$ cat src/rtl/voxel_dda_pkg.sv
// Shared types and encodings for the voxel DDA marcher: FSM states, result status,
// face codes, step-sign codes and the alpha field position inside a voxel word.
package voxel_dda_pkg;

  typedef enum logic [2:0] {
    ST_IDLE  = 3'd0,
    ST_ISSUE = 3'd1,
    ST_WAIT  = 3'd2,
    ST_TEST  = 3'd3,
    ST_EMIT  = 3'd4
  } state_e;

  localparam logic [1:0] STAT_HIT        = 2'd0;
  localparam logic [1:0] STAT_EXIT_GRID  = 2'd1;
  localparam logic [1:0] STAT_STEP_LIMIT = 2'd2;

  localparam logic [1:0] FACE_X    = 2'd0;
  localparam logic [1:0] FACE_Y    = 2'd1;
  localparam logic [1:0] FACE_Z    = 2'd2;
  localparam logic [1:0] FACE_NONE = 2'd3;

  localparam logic [1:0] SIGN_NONE = 2'b00;
  localparam logic [1:0] SIGN_POS  = 2'b01;
  localparam logic [1:0] SIGN_RSVD = 2'b10;
  localparam logic [1:0] SIGN_NEG  = 2'b11;

  localparam int ALPHA_MSB = 47;
  localparam int ALPHA_LSB = 40;

  // The reserved code 10 walks nowhere, same as 00.
  function automatic logic sign_active(input logic [1:0] s);
    return (s == SIGN_POS) || (s == SIGN_NEG);
  endfunction

endpackage

$ cat src/rtl/voxel_dda_axis_select.sv
// Picks the axis with the smallest tmax among axes that actually move;
// ties go X, then Y, then Z. o_none flags a ray with no moving axis.
module voxel_dda_axis_select
  import voxel_dda_pkg::*;
#(
  parameter int T_WIDTH = 16
) (
  input  logic [T_WIDTH-1:0] i_tmax_x,
  input  logic [T_WIDTH-1:0] i_tmax_y,
  input  logic [T_WIDTH-1:0] i_tmax_z,
  input  logic [1:0]         i_sign_x,
  input  logic [1:0]         i_sign_y,
  input  logic [1:0]         i_sign_z,
  output logic [1:0]         o_axis,
  output logic               o_none
);

  logic w_ax, w_ay, w_az;

  assign w_ax = sign_active(i_sign_x);
  assign w_ay = sign_active(i_sign_y);
  assign w_az = sign_active(i_sign_z);

  // Masked minimum with X > Y > Z priority on equal tmax.
  always_comb begin
    o_axis = FACE_NONE;
    o_none = 1'b1;
    if (w_ax && (!w_ay || (i_tmax_x <= i_tmax_y)) && (!w_az || (i_tmax_x <= i_tmax_z))) begin
      o_axis = FACE_X;
      o_none = 1'b0;
    end else if (w_ay && (!w_az || (i_tmax_y <= i_tmax_z))) begin
      o_axis = FACE_Y;
      o_none = 1'b0;
    end else if (w_az) begin
      o_axis = FACE_Z;
      o_none = 1'b0;
    end else begin
      o_axis = FACE_NONE;
      o_none = 1'b1;
    end
  end

endmodule

$ cat src/rtl/voxel_dda_marcher.sv
// Per-ray 3-D DDA voxel marcher with request/grant + rvalid memory port.
// Define VOXEL_DDA_STATS_EN to build the stat_rays/stat_steps counters.
module voxel_dda_marcher
  import voxel_dda_pkg::*;
#(
  parameter int GRID_LOG2    = 6,
  parameter int T_WIDTH      = 16,
  parameter int MAX_STEPS    = 128,
  parameter int ALPHA_THRESH = 10,
  parameter int TAG_WIDTH    = 20,
  parameter int STEP_W       = 16
) (
  input  logic                   clk,
  input  logic                   rst,
  input  logic                   ray_valid,
  output logic                   ray_ready,
  input  logic [TAG_WIDTH-1:0]   ray_tag,
  input  logic [GRID_LOG2-1:0]   ray_vx,
  input  logic [GRID_LOG2-1:0]   ray_vy,
  input  logic [GRID_LOG2-1:0]   ray_vz,
  input  logic [1:0]             ray_sx,
  input  logic [1:0]             ray_sy,
  input  logic [1:0]             ray_sz,
  input  logic [T_WIDTH-1:0]     ray_tmax_x,
  input  logic [T_WIDTH-1:0]     ray_tmax_y,
  input  logic [T_WIDTH-1:0]     ray_tmax_z,
  input  logic [T_WIDTH-1:0]     ray_tdelta_x,
  input  logic [T_WIDTH-1:0]     ray_tdelta_y,
  input  logic [T_WIDTH-1:0]     ray_tdelta_z,
  output logic                   mem_req,
  output logic [3*GRID_LOG2-1:0] mem_addr,
  input  logic                   mem_gnt,
  input  logic                   mem_rvalid,
  input  logic [63:0]            mem_rdata,
  output logic                   res_valid,
  input  logic                   res_ready,
  output logic [TAG_WIDTH-1:0]   res_tag,
  output logic [1:0]             res_status,
  output logic [GRID_LOG2-1:0]   res_vx,
  output logic [GRID_LOG2-1:0]   res_vy,
  output logic [GRID_LOG2-1:0]   res_vz,
  output logic [1:0]             res_face,
  output logic [T_WIDTH-1:0]     res_t,
  output logic [STEP_W-1:0]      res_steps,
  output logic [63:0]            res_data,
  output logic [31:0]            stat_rays,
  output logic [31:0]            stat_steps
);

  state_e                 r_state;
  logic [TAG_WIDTH-1:0]   r_tag;
  logic [GRID_LOG2-1:0]   r_vx, r_vy, r_vz;
  logic [1:0]             r_sx, r_sy, r_sz;
  logic [T_WIDTH-1:0]     r_tmx, r_tmy, r_tmz;
  logic [T_WIDTH-1:0]     r_tdx, r_tdy, r_tdz;
  logic [STEP_W-1:0]      r_steps;
  logic [1:0]             r_face;
  logic [T_WIDTH-1:0]     r_t;
  logic [63:0]            r_rdata;
  logic [1:0]             r_status;
  logic [63:0]            r_res_data;
  logic                   r_ray_ready;
  logic                   r_mem_req;
  logic                   r_res_valid;

  logic [1:0]             w_axis;
  logic                   w_none;
  logic [GRID_LOG2-1:0]   w_coord, w_coord_next;
  logic [1:0]             w_sign;
  logic [T_WIDTH-1:0]     w_tmax, w_tdelta, w_tmax_next;
  logic [T_WIDTH:0]       w_tmax_sum;
  logic                   w_hit, w_limit, w_edge, w_exit;

  voxel_dda_axis_select #(.T_WIDTH(T_WIDTH)) u_axis_select (
    .i_tmax_x (r_tmx),
    .i_tmax_y (r_tmy),
    .i_tmax_z (r_tmz),
    .i_sign_x (r_sx),
    .i_sign_y (r_sy),
    .i_sign_z (r_sz),
    .o_axis   (w_axis),
    .o_none   (w_none)
  );

  // Route the selected axis' coordinate, sign and timing to the step datapath.
  always_comb begin
    w_coord  = r_vx;
    w_sign   = r_sx;
    w_tmax   = r_tmx;
    w_tdelta = r_tdx;
    case (w_axis)
      FACE_Y: begin
        w_coord  = r_vy;
        w_sign   = r_sy;
        w_tmax   = r_tmy;
        w_tdelta = r_tdy;
      end
      FACE_Z: begin
        w_coord  = r_vz;
        w_sign   = r_sz;
        w_tmax   = r_tmz;
        w_tdelta = r_tdz;
      end
      default: begin
        w_coord  = r_vx;
        w_sign   = r_sx;
        w_tmax   = r_tmx;
        w_tdelta = r_tdx;
      end
    endcase
  end

  assign w_hit        = (r_rdata != 64'd0) && (r_rdata[ALPHA_MSB:ALPHA_LSB] > 8'(ALPHA_THRESH));
  assign w_limit      = (r_steps == STEP_W'(MAX_STEPS));
  assign w_edge       = ((w_sign == SIGN_POS) && (w_coord == {GRID_LOG2{1'b1}})) ||
                        ((w_sign == SIGN_NEG) && (w_coord == {GRID_LOG2{1'b0}}));
  assign w_exit       = w_none || w_edge;
  assign w_coord_next = (w_sign == SIGN_POS) ? (w_coord + GRID_LOG2'(1)) : (w_coord - GRID_LOG2'(1));
  assign w_tmax_sum   = {1'b0, w_tmax} + {1'b0, w_tdelta};
  assign w_tmax_next  = w_tmax_sum[T_WIDTH] ? {T_WIDTH{1'b1}} : w_tmax_sum[T_WIDTH-1:0];

  // Ray FSM; every output is driven straight from a register here.
  always_ff @(posedge clk or posedge rst) begin
    if (rst) begin
      r_state     <= ST_IDLE;
      r_tag       <= '0;
      r_vx        <= '0;
      r_vy        <= '0;
      r_vz        <= '0;
      r_sx        <= 2'b00;
      r_sy        <= 2'b00;
      r_sz        <= 2'b00;
      r_tmx       <= '0;
      r_tmy       <= '0;
      r_tmz       <= '0;
      r_tdx       <= '0;
      r_tdy       <= '0;
      r_tdz       <= '0;
      r_steps     <= '0;
      r_face      <= 2'd0;
      r_t         <= '0;
      r_rdata     <= 64'd0;
      r_status    <= 2'd0;
      r_res_data  <= 64'd0;
      r_ray_ready <= 1'b1;
      r_mem_req   <= 1'b0;
      r_res_valid <= 1'b0;
    end else begin
      case (r_state)
        ST_IDLE: begin
          if (ray_valid) begin
            r_tag       <= ray_tag;
            r_vx        <= ray_vx;
            r_vy        <= ray_vy;
            r_vz        <= ray_vz;
            r_sx        <= ray_sx;
            r_sy        <= ray_sy;
            r_sz        <= ray_sz;
            r_tmx       <= ray_tmax_x;
            r_tmy       <= ray_tmax_y;
            r_tmz       <= ray_tmax_z;
            r_tdx       <= ray_tdelta_x;
            r_tdy       <= ray_tdelta_y;
            r_tdz       <= ray_tdelta_z;
            r_steps     <= '0;
            r_face      <= FACE_NONE;
            r_t         <= '0;
            r_ray_ready <= 1'b0;
            r_mem_req   <= 1'b1;
            r_state     <= ST_ISSUE;
          end
        end
        ST_ISSUE: begin
          if (mem_gnt) begin
            r_mem_req <= 1'b0;
            r_state   <= ST_WAIT;
          end
        end
        ST_WAIT: begin
          if (mem_rvalid) begin
            r_rdata <= mem_rdata;
            r_steps <= r_steps + STEP_W'(1);
            r_state <= ST_TEST;
          end
        end
        ST_TEST: begin
          if (w_hit) begin
            r_status    <= STAT_HIT;
            r_res_data  <= r_rdata;
            r_res_valid <= 1'b1;
            r_state     <= ST_EMIT;
          end else if (w_limit) begin
            r_status    <= STAT_STEP_LIMIT;
            r_res_data  <= 64'd0;
            r_res_valid <= 1'b1;
            r_state     <= ST_EMIT;
          end else if (w_exit) begin
            r_status    <= STAT_EXIT_GRID;
            r_res_data  <= 64'd0;
            r_res_valid <= 1'b1;
            r_state     <= ST_EMIT;
          end else begin
            case (w_axis)
              FACE_X: begin
                r_vx  <= w_coord_next;
                r_tmx <= w_tmax_next;
              end
              FACE_Y: begin
                r_vy  <= w_coord_next;
                r_tmy <= w_tmax_next;
              end
              FACE_Z: begin
                r_vz  <= w_coord_next;
                r_tmz <= w_tmax_next;
              end
              default: begin
                r_tmx <= r_tmx;
              end
            endcase
            r_face    <= w_axis;
            r_t       <= w_tmax;
            r_mem_req <= 1'b1;
            r_state   <= ST_ISSUE;
          end
        end
        ST_EMIT: begin
          if (res_ready) begin
            r_res_valid <= 1'b0;
            r_ray_ready <= 1'b1;
            r_state     <= ST_IDLE;
          end
        end
        default: begin
          r_res_valid <= 1'b0;
          r_mem_req   <= 1'b0;
          r_ray_ready <= 1'b1;
          r_state     <= ST_IDLE;
        end
      endcase
    end
  end

  assign ray_ready  = r_ray_ready;
  assign mem_req    = r_mem_req;
  assign mem_addr   = {r_vx, r_vy, r_vz};
  assign res_valid  = r_res_valid;
  assign res_tag    = r_tag;
  assign res_status = r_status;
  assign res_vx     = r_vx;
  assign res_vy     = r_vy;
  assign res_vz     = r_vz;
  assign res_face   = r_face;
  assign res_t      = r_t;
  assign res_steps  = r_steps;
  assign res_data   = r_res_data;

`ifdef VOXEL_DDA_STATS_EN
  logic [31:0] r_stat_rays;
  logic [31:0] r_stat_steps;

  // Free-running activity counters, wrapping naturally at 2^32.
  always_ff @(posedge clk or posedge rst) begin
    if (rst) begin
      r_stat_rays  <= 32'd0;
      r_stat_steps <= 32'd0;
    end else begin
      if ((r_state == ST_EMIT) && res_ready) begin
        r_stat_rays <= r_stat_rays + 32'd1;
      end
      if ((r_state == ST_WAIT) && mem_rvalid) begin
        r_stat_steps <= r_stat_steps + 32'd1;
      end
    end
  end

  assign stat_rays  = r_stat_rays;
  assign stat_steps = r_stat_steps;
`else
  assign stat_rays  = 32'd0;
  assign stat_steps = 32'd0;
`endif

endmodule
$ cat config.mk
export PLATFORM = sky130hd
export DESIGN_NAME = voxel_dda_marcher
export DESIGN_NICKNAME = d
export VERILOG_FILES = /design/src/rtl/voxel_dda_pkg.sv /design/src/rtl/voxel_dda_axis_select.sv /design/src/rtl/voxel_dda_marcher.sv
export SDC_FILE = /design/constraint.sdc
export NUM_CORES = 1
export LEC_CHECK = 0
export CORE_MARGIN = 10
export CORE_UTILIZATION = 35
export DETAILED_ROUTE_END_ITERATION = 10
export SYNTH_ARGS = -nofsm -noshare
export SYNTH_HDL_FRONTEND = slang
export SYNTH_HIERARCHICAL = 1
export SYNTH_SLANG_ARGS = --single-unit
$ cat constraint.sdc
create_clock -name clk -period 22.1 [get_ports clk]
set_clock_uncertainty 0.15 [all_clocks]
set_input_delay 2.21 -clock clk [delete_from_list [all_inputs] [get_ports clk]]
set_output_delay 2.21 -clock clk [all_outputs]
set_load 0.02 [all_outputs]
---- Yosys cells after proc, flatten, opt, wreduce, memory -nomap -nowiden ----
Cells that the tools add are included.
operators by class
  $add $sub $neg .......................... 4
  eq/ne operators ......................... 27
  magnitude comparators ................... 4
  mux-type cells .......................... 88
  reduce and logical (&&, ||, !) cells .... 38
  bitwise gates (word level) .............. 3
operators by type and width
  kind                     count
  $mux W16                 21
  $pmux W16 S2             7
  $mux W64                 3
  $mux W6                  16
  $reduce_bool A64 Y1      1
  $le A16 B16 Y1           3
  $pmux W6 S2              4
  $reduce_and A6 Y1        4
  $mux W3                  7
  $mux W2                  9
  $add A16 B16 Y17         1
  $add A16 B1 Y16 const B  1
  $eq A16 B8 Y1 const B    1
  $ne A2 B2 Y1 const B     8
  $mux W1                  15
  $pmux W3 S5              1
  $eq A2 B1 Y1 const B     5
  $eq A2 B2 Y1 const B     5
  $reduce_and A3 Y1        3
  $gt A8 B4 Y1 const B     1
  $logic_or A1 B1 Y1       8
  $pmux W2 S2              2
  $add A6 B1 Y6 const B    1
  $eq A3 B2 Y1 const B     2
  other kinds (21)         35
word-level totals
  output and inout port bits .............. 223
  logic and storage cells ................. 187
  register bits after elaboration ......... 310
  input bits .............................. 210

---- Logic depth before layout (Yosys ltp) ----
  depth in word-level cells ............... 17
  gate-level depth with buffers ........... 25
  depth with buffers taken out ............ 21

---- Modules after synthesis ----
Netlist, hierarchy kept.
modules (own cells, without submodules)
  module                 times used  area each (µm²)  sequential area each (µm²)  cells an instance
  voxel_dda_marcher      1           14581.5          7758.7                      1435
  voxel_dda_axis_select  1           1197.4           0.0                         159

---- Worst setup path before layout ----
Ideal clock, no wire load.
  kind .................................... reg2reg
  start ................................... reg r_tmy[14]
  end ..................................... reg r_tmy[0]
  buffers on the path ..................... 5
  cell stages (with the launch flop) ...... 25
  setup slack ............................. 15.967 ns
  clock period less this slack ............ 6.133 ns
  library setup time ...................... 0.136 ns
  required time ........................... 21.814 ns
  arrival time ............................ 5.847 ns
  path through ............................ dfrtp_1 inv_1 ha_1 nand4_1 nor4_1 a21boi_0 o311ai_1 a221oi_1 inv_1 ha_1 buf_4 buf_1 clkbuf_1 buf_1 a21oi_1 ha_1 fa_1 a21oi_1 o2111ai_1 a2111o_1 a31oi_1 nand2_2 buf_2 o22ai_1 o21ai_0
between the ends
  word-level cells in the longest chain between the ends .. 14
  elaborated cells on any way between the ends .. 35
  classes of those cells .................. add/sub (1); order compare (2); eq/ne (7); mux (14); reduce/logical (11)
RTL lines
  element                                                RTL line                                                  text
  start: declaration                                     voxel_dda_marcher.sv:54                                   logic [T_WIDTH-1:0] r_tmx, r_tmy, r_tmz;
  start signal: assignment                               voxel_dda_marcher.sv:160                                  r_tmy <= ray_tmax_y;
  start signal: assignment                               voxel_dda_marcher.sv:210                                  r_tmy <= w_tmax_next;
  $le A16 B16 Y1, on equally long branches               voxel_dda_axis_select.sv:31, voxel_dda_axis_select.sv:28
  $logic_or A1 B1 Y1, on equally long branches           voxel_dda_axis_select.sv:31, voxel_dda_axis_select.sv:28
  $logic_and A1 B1 Y1, on equally long branches          voxel_dda_axis_select.sv:31, voxel_dda_axis_select.sv:28
  $mux W2 / $logic_and A1 B1 Y1 (equally long branches)  voxel_dda_axis_select.sv:31, voxel_dda_axis_select.sv:28
  $mux W2 *                                              voxel_dda_axis_select.sv:28                               if (w_ax && (!w_ay || (i_tmax_x <= i_tmax_y)) && (!w_az || (i_tmax_x <= i_tmax_z))) begin
  via w_axis[0]                                          voxel_dda_marcher.sv:66                                   logic [1:0] w_axis;
  $eq A2 B2 Y1 / $eq A2 B1 Y1 (equally long branches)    voxel_dda_marcher.sv:91, voxel_dda_marcher.sv:203
  $pmux W16 S2                                           voxel_dda_marcher.sv:91                                   case (w_axis)
  $add A16 B16 Y17                                       voxel_dda_marcher.sv:119                                  assign w_tmax_sum = {1'b0, w_tmax} + {1'b0, w_tdelta};
  $mux W16                                               voxel_dda_marcher.sv:120                                  assign w_tmax_next = w_tmax_sum[T_WIDTH] ? {T_WIDTH{1'b1}} : w_tmax_sum[T_WIDTH-1:0];
  $mux W16                                               voxel_dda_marcher.sv:203                                  case (w_axis)
  $mux W16                                               voxel_dda_marcher.sv:197                                  end else if (w_exit) begin
  $mux W16                                               voxel_dda_marcher.sv:192                                  end else if (w_limit) begin
  $mux W16                                               voxel_dda_marcher.sv:187                                  if (w_hit) begin
  $pmux W16 S2                                           voxel_dda_marcher.sv:149                                  case (r_state)
The timed path passes the listed nets; every way through them passes the cells marked *. The select of a mux whose other input is x is not followed.
A chain may end at the register's enable or synchronous reset.

---- Final worst setup path ----
  start ................................... reg r_tmy[14]
  end ..................................... reg r_tmy[3]
The elaborated chain is that of the path after synthesis.

==> flow_metrics.tcl <==
set metrics [dict create \
    synth_seq_cells 310 \
    r2r_cells 20 \
    antenna_found_initial 7 \
    crit_required_ns 22.37 \
    drive_above_1_share 0.0824 \
    final_core_util 0.469 \
    gr-total-overflow 0 \
    numCtsBuffers 38 \
    critPathArrivalTime_ns 7.57 \
    synth.area.mux_share 0.0504 \
    ios 433 \
    die_area_um2 54000 \
    die_width_um 232 \
    worstHoldStart "r_tdx[10]" \
    relSlewSlack 0.232 \
    cp_max_fo 62 \
    clk_path_buf_depth 3 \
    maxSlewViolCount 0 \
    ys_dominant_reg_cell "dfrtp_1" \
    vias 12800 \
    final_common_cell "clkdlybuf4s50_1" \
    core_um2 44400 \
    start_util 0.355 \
    layout-area-overhead-vs-synth_pct 32.0 \
    place_congestion 0.910 \
    grt_max_degree 94 \
    placed_cells 2465 \
    synth_cells 1594 \
    port_buffers 368 \
    ctsHoldBuffers 0 \
    avgSynthCellArea_um2 9.90 \
    grt.total_usage 0.189 \
    synth-edff-count 0 \
    synthesis.area_um2 15800 \
    drc 0 \
    avgViaCountPerCell 5.05 \
    fmax_mhz 137 \
    clock_sinks 310 \
    post_cts_buffers 0 \
    synth-async-reset-ratio 1.00 \
    drt_iter0_drc 923 \
    cts_tree "yes" \
    htreeDepth 2 \
    wire_per_inst_um 20.7 \
    synth_fa_ha_area_frac 0.0604 \
    final_cell_mix "clkdlybuf4s50_1, nand2_1, dfrtp_1" \
    crit_type "reg -> reg" \
    whs_path_depth 2 \
    grt_pass1_wl_mm 79.8 \
    synth_top_family_by_area "compound AO/OA/AOI/OAI gates" \
    min_to "r_tdx[10]" \
    routed_wl_mm 52.5 \
    max_cap_viol_count 0 \
    instances_no_fill 2534 \
    hold_path.class "reg -> reg" \
    timing.final.crit_period_ns 7.30 \
    critPathLaunchType "register" \
    r2r_start "r_tmy[14]" \
    rr_endpoint "r_tmy[3]" \
    dpl.hpwl_mm 38.1 \
    drt.antenna.violating_nets 0 \
    synth-simple-area-share 0.134 \
    dr.pass1.iters 5 \
    endpoint_kind "register" \
    synth-compound-area-share 0.168 \
    clk_latency_ns 0.58 \
    tns_ns 0 \
    hold_viol 0 \
    clockRootBuffer "clkbuf_16" \
    clk_pin_slew_ns 0.06 \
    seq_area_frac_synth 0.492 \
    first_global_vias 13200 \
    status "finished, final reports clean" \
    synth_xor_area_frac 0.0170 \
    setup_viol 0 \
    worst_pin_slew_ns 1.15 \
    period_share 0.331 \
    ys_warn_count 6 \
    rsz0062_at_grt "no" \
    synth.distinct_cells 76 \
    rows 77 \
    holdWs_ns 0.322 \
    cts_resized 0 \
    rrSetupSlack_ns 14.80 \
    dieHeight_um 232 \
    nFillCells 4197 \
    finalNetCount 2198 \
]
## per-layer routing
| layer | vias to the layer above | part of all wire | track usage |
|---|---|---|---|
| met4 | 14 | 0.024 | 0.0590 |
| met5 | - | 0.0018 | 0 |
| met1 | 6255 | 0.41 | 0.227 |
| li1 | 6061 | - | - |
| met3 | 80 | 0.082 | 0.0623 |
| met2 | 390 | 0.49 | 0.313 |
## state kept, by name (all words and copies together), names as in the netlist, 3 cells and up
signal and flops:
r_state 3, r_tdz 16, r_tdy 16, res_vy 6, r_tdx 16, res_data 64, res_vx 6, res_steps 16
res_vz 6, res_t 16, r_tmy 16, res_tag 20, r_rdata 64, r_tmx 16, r_tmz 16
## cells in the mapped netlist, drive strengths merged (4+ instances only)
cell type    n  area share
mux2i        6      0.0040
a22o        90       0.050
o21ai       60       0.019
nor3        12      0.0038
inv         58       0.014
buf        111       0.051
a211oi       6      0.0036
clkbuf      57       0.014
o31ai       20      0.0095
and3         7      0.0028
o211ai       6      0.0029
nand2      316       0.075
ha          73       0.058
nand3       17      0.0054
nand4       15      0.0063
a21o        19      0.0090
nor2        97       0.023
a2bb2oi      7      0.0039
and2         6      0.0024
o22ai       13      0.0056
mux2        65       0.046
a22oi       37       0.018
xor2        17      0.0094
dfrtp      309        0.49
xnor2       11      0.0061
a21oi       92       0.029
nor2b        9      0.0036
or3          4      0.0016
nor4         5      0.0020
## worst max-delay path by stage
stage | from | cells past startpoint | slack (ns) | end
floorplan | rst | 1 | 11.17 | mem_req
global placement | r_tmy[14] | 20 | 15.26 | r_tmz[6]
detailed placement | r_tmy[14] | 20 | 15.01 | r_tmz[6]
CTS | r_tmy[14] | 20 | 14.97 | r_tmy[3]
global route | r_tmy[14] | 20 | 14.32 | r_tmy[3]
finish | r_tmy[14] | 20 | 14.80 | r_tmy[3]
## metrics by stage
| step | setup WS [ns] | cell area [um^2] |
|---|---|---|
| 2_1_floorplan | 11.17 | 16000 |
| 3_3_place_gp | 15.26 | 19600 |
| 3_5_place_dp | 15.01 | 19600 |
| 4_1_cts | 14.97 | 20800 |
| 5_1_grt | 14.32 | 20800 |
| 6_report | 14.80 | 20800 |
## layout make-up
type                    count  area (um^2)  share of cell area
diodes                      1         2.50            0.000120
clock buffers              56         1080              0.0518
clock inverters            12          151             0.00727
inverters                  58          225              0.0108
multi-input cells        1121         7070               0.340
flip-flops and latches    310         7760               0.372
well taps                 592          741              0.0356
repair buffers            384         3800               0.183
## kinds of logic (layout without fill, tap and decap cells)
logic type / Yosys count / in the layout
other cells: 1 / 65
flops: 310 / 310
mux: 71 / 71
buf+inv: 226 / 510
compound gates: 380 / 380
xor+xnor: 29 / 29
fa+ha+maj: 75 / 75
simple gates: 502 / 502
## worst max-delay path, stage by stage, from the launching register on
cell	delay (ns)
dfrtp_1	0.40
inv_1	0.07
ha_1	0.32
nand4_1	0.17
nor4_1	0.40
a21boi_0	0.23
o311ai_1	0.14
a221oi_1	0.68
inv_1	0.16
ha_2	0.57
buf_4	0.57
a21oi_1	0.18
ha_1	0.28
fa_1	0.41
a21oi_1	0.25
o2111ai_1	0.25
a2111o_1	0.48
a31oi_1	0.52
nand2_2	0.42
nor2_1	0.33
o31ai_1	0.12
Power is left out: the tool's default activity adds up to more than one toggle a clock period on the data nets, which glitch-free logic cannot reach.
